**src/rtl/stepper_pkg.sv**
```systemverilog
// Shared definitions for the multi-axis stepper controller: FSM encoding, register map, CONTROL bits.
// Latency: n/a (types and constants only).
// Backpressure: n/a.
package stepper_pkg;

    typedef enum logic [1:0] {
        ST_IDLE   = 2'd0,
        ST_ACCEL  = 2'd1,
        ST_CRUISE = 2'd2,
        ST_DECEL  = 2'd3
    } axis_state_t;

    localparam logic [2:0] REG_CONTROL    = 3'd0;
    localparam logic [2:0] REG_POSITION   = 3'd1;
    localparam logic [2:0] REG_TARGET_DIV = 3'd2;
    localparam logic [2:0] REG_START_DIV  = 3'd3;
    localparam logic [2:0] REG_ACCEL      = 3'd4;
    localparam logic [2:0] REG_DISTANCE   = 3'd5;
    localparam logic [2:0] REG_STATUS     = 3'd6;
    localparam logic [2:0] REG_ID         = 3'd7;

    localparam int CTRL_RUN  = 0;
    localparam int CTRL_MODE = 1;
    localparam int CTRL_DIR  = 2;

    localparam logic [31:0] READ_DEFAULT = 32'h0000ABCD;

endpackage

```
**src/rtl/stepper_axis.sv**
```systemverilog
// One stepper axis: register file, IDLE/ACCEL/CRUISE/DECEL FSM, period counter and linear ramp.
// Latency: register writes take effect next clock; step rises the first clock after a start.
// Backpressure: none, writes are always accepted. Optional STEPPER_LIMIT_EN adds the lim_n end switch.
module stepper_axis
    import stepper_pkg::*;
#(
    parameter int PULSE_W = 4,
    parameter int DEF_DIV = 100000
) (
    input  logic        clk,
    input  logic        rst_n,
    input  logic        wr_vld,
    input  logic [2:0]  wr_reg,
    input  logic [31:0] wr_dat,
    input  logic [2:0]  rd_reg,
    output logic [31:0] rd_dat,
    output logic        en,
    output logic        step,
    output logic        dir
`ifdef STEPPER_LIMIT_EN
    ,
    input  logic        lim_n
`endif
);
    localparam logic [31:0] PW_L      = 32'(PULSE_W);
    localparam logic [31:0] PER_MIN   = 32'(2 * PULSE_W);
    localparam logic [31:0] DEF_DIV_L = 32'(DEF_DIV);

    axis_state_t state_q, state_d;
    logic [31:0] cur_div_q, cur_div_d;
    logic [31:0] cnt_q, cnt_d;
    logic [31:0] remaining_q, remaining_d;
    logic [31:0] ramp_steps_q, ramp_steps_d;
    logic [31:0] position_q, position_d;
    logic [31:0] target_div_q, target_div_d;
    logic [31:0] start_div_q, start_div_d;
    logic [31:0] accel_q, accel_d;
    logic [31:0] distance_q, distance_d;
    logic        mode_q, mode_d;
    logic        dir_q, dir_d;
    logic        done_q, done_d;
    logic        lim_hit_q, lim_hit_d;

    logic        moving, lim_low, step_evt, boundary, pulse_end;
    logic        wr_ctrl, start_req, stop_req, decel_due;
    logic [31:0] period, acc_div, dec_div;

`ifdef STEPPER_LIMIT_EN
    assign lim_low = ~lim_n;
`else
    assign lim_low = 1'b0;
`endif

    // Timing points within the current step period and saturating ramp targets
    always_comb begin
        moving    = (state_q != ST_IDLE);
        period    = (cur_div_q > PER_MIN) ? cur_div_q : PER_MIN;
        step_evt  = moving && (cnt_q == 32'd0);
        boundary  = moving && (cnt_q == period - 32'd1);
        pulse_end = moving && (cnt_q == PW_L - 32'd1);
        wr_ctrl   = wr_vld && (wr_reg == REG_CONTROL);
        start_req = wr_ctrl && wr_dat[CTRL_RUN] && !moving;
        stop_req  = wr_ctrl && !wr_dat[CTRL_RUN] && moving;
        decel_due = mode_q && (remaining_q <= ramp_steps_q);
        acc_div   = ((cur_div_q > target_div_q) && ((cur_div_q - target_div_q) > accel_q))
                    ? cur_div_q - accel_q : target_div_q;
        dec_div   = ((cur_div_q < start_div_q) && ((start_div_q - cur_div_q) > accel_q))
                    ? cur_div_q + accel_q : start_div_q;
    end

    // Register writes, start/stop handling and the per-step FSM
    always_comb begin
        state_d      = state_q;
        cur_div_d    = cur_div_q;
        cnt_d        = cnt_q;
        remaining_d  = remaining_q;
        ramp_steps_d = ramp_steps_q;
        position_d   = position_q;
        target_div_d = target_div_q;
        start_div_d  = start_div_q;
        accel_d      = accel_q;
        distance_d   = distance_q;
        mode_d       = mode_q;
        dir_d        = dir_q;
        done_d       = done_q;
        lim_hit_d    = lim_hit_q;

        if (wr_vld) begin
            case (wr_reg)
                REG_TARGET_DIV: target_div_d = wr_dat;
                REG_START_DIV:  start_div_d  = wr_dat;
                REG_ACCEL:      accel_d      = wr_dat;
                REG_DISTANCE:   distance_d   = wr_dat;
                default: ;
            endcase
        end

        if (!moving) begin
            cnt_d = 32'd0;
            // mode and dir only change while idle
            if (wr_ctrl) begin
                mode_d = wr_dat[CTRL_MODE];
                dir_d  = wr_dat[CTRL_DIR];
            end
            if (start_req && !lim_low) begin
                done_d       = 1'b0;
                lim_hit_d    = 1'b0;
                ramp_steps_d = 32'd0;
                remaining_d  = distance_q;
                if (wr_dat[CTRL_MODE] && (distance_q == 32'd0)) begin
                    done_d = 1'b1;
                end else if (accel_q == 32'd0) begin
                    // No ramp: run straight at the cruise period
                    cur_div_d = target_div_q;
                    state_d   = ST_CRUISE;
                end else begin
                    cur_div_d = start_div_q;
                    state_d   = ST_ACCEL;
                end
            end
        end else begin
            cnt_d = boundary ? 32'd0 : cnt_q + 32'd1;
            if (step_evt) begin
                position_d = dir_q ? position_q + 32'd1 : position_q - 32'd1;
                if (mode_q) begin
                    remaining_d = remaining_q - 32'd1;
                end
                if (state_q == ST_ACCEL) begin
                    ramp_steps_d = ramp_steps_q + 32'd1;
                end
            end
            // Period changes only at the end of a step period
            if (boundary) begin
                case (state_q)
                    ST_ACCEL: begin
                        if (decel_due) begin
                            state_d   = ST_DECEL;
                            cur_div_d = dec_div;
                        end else begin
                            cur_div_d = acc_div;
                            if (acc_div == target_div_q) begin
                                state_d = ST_CRUISE;
                            end
                        end
                    end
                    ST_CRUISE: begin
                        if (decel_due) begin
                            state_d   = ST_DECEL;
                            cur_div_d = dec_div;
                        end else begin
                            cur_div_d = target_div_q;
                        end
                    end
                    default: cur_div_d = dec_div;
                endcase
            end
            // Finish once the last pulse has had its full high time
            if (mode_q && pulse_end && (remaining_d == 32'd0)) begin
                state_d = ST_IDLE;
                done_d  = 1'b1;
            end
            if (stop_req) begin
                state_d = ST_IDLE;
            end
            if (lim_low) begin
                state_d   = ST_IDLE;
                lim_hit_d = 1'b1;
            end
            if (state_d == ST_IDLE) begin
                cnt_d = 32'd0;
            end
        end

        // A clear request wins over a step in the same clock
        if (wr_vld && (wr_reg == REG_POSITION) && wr_dat[0]) begin
            position_d = 32'd0;
        end
    end

    // State and register flops with synchronous active-low reset
    always_ff @(posedge clk) begin
        if (!rst_n) begin
            state_q      <= ST_IDLE;
            cur_div_q    <= DEF_DIV_L;
            cnt_q        <= 32'd0;
            remaining_q  <= 32'd0;
            ramp_steps_q <= 32'd0;
            position_q   <= 32'd0;
            target_div_q <= DEF_DIV_L;
            start_div_q  <= DEF_DIV_L;
            accel_q      <= 32'd0;
            distance_q   <= 32'd0;
            mode_q       <= 1'b0;
            dir_q        <= 1'b0;
            done_q       <= 1'b0;
            lim_hit_q    <= 1'b0;
        end else begin
            state_q      <= state_d;
            cur_div_q    <= cur_div_d;
            cnt_q        <= cnt_d;
            remaining_q  <= remaining_d;
            ramp_steps_q <= ramp_steps_d;
            position_q   <= position_d;
            target_div_q <= target_div_d;
            start_div_q  <= start_div_d;
            accel_q      <= accel_d;
            distance_q   <= distance_d;
            mode_q       <= mode_d;
            dir_q        <= dir_d;
            done_q       <= done_d;
            lim_hit_q    <= lim_hit_d;
        end
    end

    assign en   = moving;
    assign step = moving && (cnt_q < PW_L);
    assign dir  = dir_q;

    // Register read mux; run bit reads back as the live busy flag
    always_comb begin
        rd_dat = READ_DEFAULT;
        case (rd_reg)
            REG_CONTROL:    rd_dat = {29'd0, dir_q, mode_q, moving};
            REG_POSITION:   rd_dat = position_q;
            REG_TARGET_DIV: rd_dat = target_div_q;
            REG_START_DIV:  rd_dat = start_div_q;
            REG_ACCEL:      rd_dat = accel_q;
            REG_DISTANCE:   rd_dat = distance_q;
            REG_STATUS:     rd_dat = {28'd0, lim_hit_q, (state_q == ST_DECEL), done_q, moving};
            REG_ID:         rd_dat = READ_DEFAULT;
            default:        rd_dat = READ_DEFAULT;
        endcase
    end

endmodule

```
**src/rtl/stepper_multi_axis_ctrl.sv**
```systemverilog
// Avalon-MM slave with N_AXES step/dir/enable channels; address = {axis index, register[2:0]}.
// Latency: readdata registered, valid 1 clock after cs&read; writes land the next clock.
// Backpressure: none (no waitrequest). Optional STEPPER_LIMIT_EN adds lim_n[N_AXES-1:0].
module stepper_multi_axis_ctrl
    import stepper_pkg::*;
#(
    parameter int N_AXES  = 2,
    parameter int PULSE_W = 4,
    parameter int DEF_DIV = 100000
) (
    input  logic                        avs_clk,
    input  logic                        avs_reset_n,
    input  logic                        avs_cs,
    input  logic [$clog2(N_AXES)+2:0]   avs_address,
    input  logic                        avs_write,
    input  logic [31:0]                 avs_writedata,
    input  logic                        avs_read,
    output logic [31:0]                 avs_readdata,
    output logic [N_AXES-1:0]           en,
    output logic [N_AXES-1:0]           step,
    output logic [N_AXES-1:0]           dir
`ifdef STEPPER_LIMIT_EN
    ,
    input  logic [N_AXES-1:0]           lim_n
`endif
);
    localparam int AW = $clog2(N_AXES) + 3;

    logic [AW-1:0] axis_sel;
    logic [2:0]    reg_sel;
    logic [31:0]   axis_rd [N_AXES];
    logic [31:0]   readdata_q, readdata_d;

    assign axis_sel = avs_address >> 3;
    assign reg_sel  = avs_address[2:0];

    for (genvar i = 0; i < N_AXES; i++) begin : g_axis
        logic wr_vld_i;
        assign wr_vld_i = avs_cs && avs_write && (axis_sel == AW'(i));

        stepper_axis #(
            .PULSE_W (PULSE_W),
            .DEF_DIV (DEF_DIV)
        ) u_axis (
            .clk    (avs_clk),
            .rst_n  (avs_reset_n),
            .wr_vld (wr_vld_i),
            .wr_reg (reg_sel),
            .wr_dat (avs_writedata),
            .rd_reg (reg_sel),
            .rd_dat (axis_rd[i]),
            .en     (en[i]),
            .step   (step[i]),
            .dir    (dir[i])
`ifdef STEPPER_LIMIT_EN
            ,
            .lim_n  (lim_n[i])
`endif
        );
    end

    // Select the addressed axis; indices beyond N_AXES read the default pattern
    always_comb begin
        readdata_d = readdata_q;
        if (avs_cs && avs_read) begin
            readdata_d = READ_DEFAULT;
            for (int i = 0; i < N_AXES; i++) begin
                if (axis_sel == AW'(i)) begin
                    readdata_d = axis_rd[i];
                end
            end
        end
    end

    // Registered read data, held between reads
    always_ff @(posedge avs_clk) begin
        if (!avs_reset_n) begin
            readdata_q <= 32'd0;
        end else begin
            readdata_q <= readdata_d;
        end
    end

    assign avs_readdata = readdata_q;

endmodule

```
**config.mk**
```make
export PLATFORM = sky130hd
export DESIGN_NAME = stepper_multi_axis_ctrl
export DESIGN_NICKNAME = d
export VERILOG_FILES = /design/src/rtl/stepper_pkg.sv /design/src/rtl/stepper_axis.sv /design/src/rtl/stepper_multi_axis_ctrl.sv
export SDC_FILE = /design/constraint.sdc
export NUM_CORES = 2
export LEC_CHECK = 0
export BUFFER_PORTS_ARGS = -buffer_cell sky130_fd_sc_hd__buf_2
export CAP_MARGIN = 20
export CORE_UTILIZATION = 50
export CTS_CLUSTER_DIAMETER = 120
export DETAILED_ROUTE_END_ITERATION = 6
export GPL_TIMING_DRIVEN = 0
export PLACE_DENSITY = 0.77
export SLEW_MARGIN = 20
export SYNTH_ARGS = -nofsm -noshare
export SYNTH_HDL_FRONTEND = slang
export SYNTH_SLANG_ARGS = --single-unit
```
**constraint.sdc**
```tcl
create_clock -name avs_clk -period 13.82 [get_ports avs_clk]
set_input_delay 2.764 -clock avs_clk [delete_from_list [all_inputs] [get_ports avs_clk]]
set_output_delay 2.764 -clock avs_clk [all_outputs]
set_load 0.01 [all_outputs]
```
==> results_dict.tcl <==
set metrics [dict create \
    status "finished, violations left" \
    violations "design-rule violations" \
    rows 121 \
    slew_viol_final 0 \
    pwr-share-comb_pct 69.5 \
    synth_enable_flop_cells 0 \
    tns_ns 0 \
    insertion_delay_ns 0.66 \
    netlist.area_leader.share_pct 22.3 \
    grt_pass1_vias 55700 \
    core_mm2 0.109 \
    slowest_stage "dfxtp_1" \
    drt_iter0_markers 10300 \
    skew_ns 0.0339 \
    holdBufCountCts 0 \
    cts_setup_buffers 0 \
    critPathMaxStageDelay_ns 0.95 \
    cp_max_fo 10 \
    clockBufferDepth 3 \
    fmax_ghz 0.0929 \
    pwr-share-seq_pct 15.7 \
    routedWlPerCell_um 30.4 \
    power.share.clock_pct 14.8 \
    synthArstFlopShare_pct 0 \
    drt-total-wl_mm 280 \
    cts_max_level 3 \
    grt_first_pass_wirelength_mm 392 \
    crit_required_ns 14.35 \
    postLayoutSetupSlackWorst_ns 3.06 \
    vdd_drop_max_uv 264 \
    cts_sinks 618 \
    cp-start-kind "flip-flop" \
    viasPerCell 6.82 \
    leakagePower_nw 23.4 \
    die-area_mm2 0.112 \
    final_layout_size_suffix_gt1_share_pct 4.30 \
    hold_class "reg2reg" \
    yosys.area.top_type "dfxtp_1" \
    ctsRootBufferMaster "clkbuf_16" \
    min_period_ns 10.76 \
    critical_path_class "reg2reg" \
    synth_ff_type "dfxtp_1" \
    cp-end-kind "flip-flop" \
    maxCapViolCount 0 \
    cts.clk_slew.worst_paths_ns 0.06 \
    crit_path_frequent_cell "a21oi_1" \
    setup_viol 0 \
    p_sw_mw 7.60 \
    grt_usage_pct 47.9 \
    finalCritPeriodShare_pct 77.9 \
    syn_nets 8117 \
    hold_violations 0 \
    critPathArrivalTime_ns 11.29 \
    swShare_pct 52.5 \
    cts_tree "done" \
    synth_area_mm2 0.0554 \
    ioPinCount 79 \
    synth.distinct_cells 98 \
    drc 14 \
    globalplace.congestion 1.11 \
    tightest_slew_ns 1.30 \
    antenna_found_initial 25 \
    powerDensity_mw_per_mm2 241 \
    rsz0062_at_grt "no" \
    pre_cts_ws_ns 3.87 \
    routed-via-count 62800 \
    fillers 10600 \
    cts_resized 0 \
    ys_seq_area_share_pct 22.3 \
    start_util_pct 50.7 \
    synth_cells 7542 \
    die-height_um 335 \
    area_delta_synth_final_pct 8.61 \
    drt-pass1-iter-count 7 \
    syn_avg_cell_area_um2 7.34 \
    grt_max_degree 34 \
    yosys_warnings 0 \
    grt-ovfl-total 0 \
    ant_nets 0 \
    internal_power_mw 6.88 \
    ys_ff_latch 618 \
    io_buffer_count 47 \
    synth_area_leaders "dfxtp_1 22%, ha_1 12%, a21oi_1 7.3%" \
    die_width_um 335 \
    nets 8245 \
    dp_hpwl_mm 224 \
    slew-limit-headroom_pct 12.7 \
    numCtsBuffers 75 \
]
cell usage after synthesis (37+ instances only):
cell	count
o211ai_1	60
clkbuf_1	367
a21oi_1	812
xor2_1	141
xnor2_1	393
nor4_1	115
o21bai_1	54
nor2_1	559
nor3_1	198
and3_1	59
buf_2	37
nor2b_1	62
nand3_1	217
nand2_1	1015
o21ai_0	370
dfxtp_1	618
nand4_1	147
a221oi_1	66
a22oi_1	117
mux2i_1	111
nand2b_1	53
a31oi_1	47
or3_1	76
a211oi_1	90
o21a_1	59
ha_1	524
a21o_1	162
inv_1	390
flip-flops by register name, summed over array words and instances (netlist names), 32 cells and up:
register / flops
g_axis.u_axis.ramp_steps_q: 64
g_axis.u_axis.start_div_q: 64
g_axis.u_axis.cnt_q: 64
g_axis.u_axis.target_div_q: 64
g_axis.u_axis.remaining_q: 64
g_axis.u_axis.distance_q: 64
g_axis.u_axis.position_q: 64
avs_readdata: 32
g_axis.u_axis.cur_div_q: 64
g_axis.u_axis.accel_q: 64
logic make-up after synthesis:
family | after synthesis | synth area share [%]
compound gates | 2183 | 25.1
xor+xnor | 548 | 9.01
fa+ha+maj | 534 | 12.2
buf+inv | 844 | 5.99
flops | 618 | 22.3
mux | 136 | 2.51
simple gates | 2679 | 22.8
layer usage:
layer	track usage, %	share of wire (%)	vias to the layer above
li1	-	-	27400
met2	60.5	36	4612
met1	67.5	42	30000
met3	24.8	18	726
met4	16.2	3.9	24
met5	1.30	0.11	-
metrics by stage:
step           std cells  util, %  power, mW  instance area, µm²  hold WS [ns]
2_1_floorplan       7542        -       8.79               55400         0.447
3_3_place_gp        9065     52.6       11.6               57500         0.460
3_5_place_dp        9067     52.6       11.7               57500         0.475
4_1_cts             9198     55.0       13.9               60100         0.483
5_1_grt             9201     55.0       15.1               60100         0.510
6_report            9215     55.0       14.5               60200         0.483
critical path, delay by kind of cell, from the launching register on:
kind	cells	cell delay [ns]
flip-flops	1	0.95
adder cells (fa/ha/maj)	2	0.80
AO/OA/AOI/OAI	16	5.08
XOR/XNOR	1	0.12
buffers and inverters	3	2.00
AND/OR/NAND/NOR	5	1.65
power groups by stage:
| stage | combinational (mW) | clock [mW] | sequential [mW] |
|---|---|---|---|
| after detailed placement | 9.45 | 0 | 2.27 |
| after global routing | 10.7 | 2.18 | 2.26 |
| final | 10.1 | 2.14 | 2.27 |
| after global placement | 9.36 | 0 | 2.26 |
| after floorplan | 6.71 | 0 | 2.07 |
| after CTS | 9.53 | 2.11 | 2.23 |
worst paths after layout:
check	from	slack, ns	depth (start not counted)	to
max	g_axis[1].u_axis.cur_div_q[2]	3.06	27	g_axis[1].u_axis.cur_div_q[26]
min	g_axis[1].u_axis.position_q[5]	0.48	2	g_axis[1].u_axis.position_q[5]
max reg2reg	g_axis[1].u_axis.cur_div_q[2]	3.06	27	g_axis[1].u_axis.cur_div_q[26]
min reg2reg	g_axis[1].u_axis.position_q[5]	0.48	2	g_axis[1].u_axis.position_q[5]
cell type report:
class                           instances  area, µm²  area share [%]
Timing Repair Buffer                   51        274           0.456
Tap cell                             1476       1850            3.07
Clock inverter                         25        368           0.612
Antenna cell                           15       37.5          0.0624
Inverter                              396       1490            2.47
Sequential cell                       618      12400            20.6
Clock buffer                          106       2200            3.65
Buffer                                448       1840            3.06
Multi-Input combinational cell       6080      39700            66.1
layout by cell type, fill, tap and decap left out, drive strengths merged, types with 63 or more instances in the layout:
master / instances
xor2: 141
inv: 395
nand2: 1015
dfxtp: 618
nor3: 201
nor2b: 63
a21o: 163
nor2: 560
or3: 76
mux2i: 111
xnor2: 393
o21ai: 381
a22oi: 117
nand3: 218
nor4: 121
ha: 524
a21oi: 812
clkbuf: 475
a211oi: 90
nand4: 148
a221oi: 66
buf: 130
No activity file was read; power rests on OpenSTA's default activity.
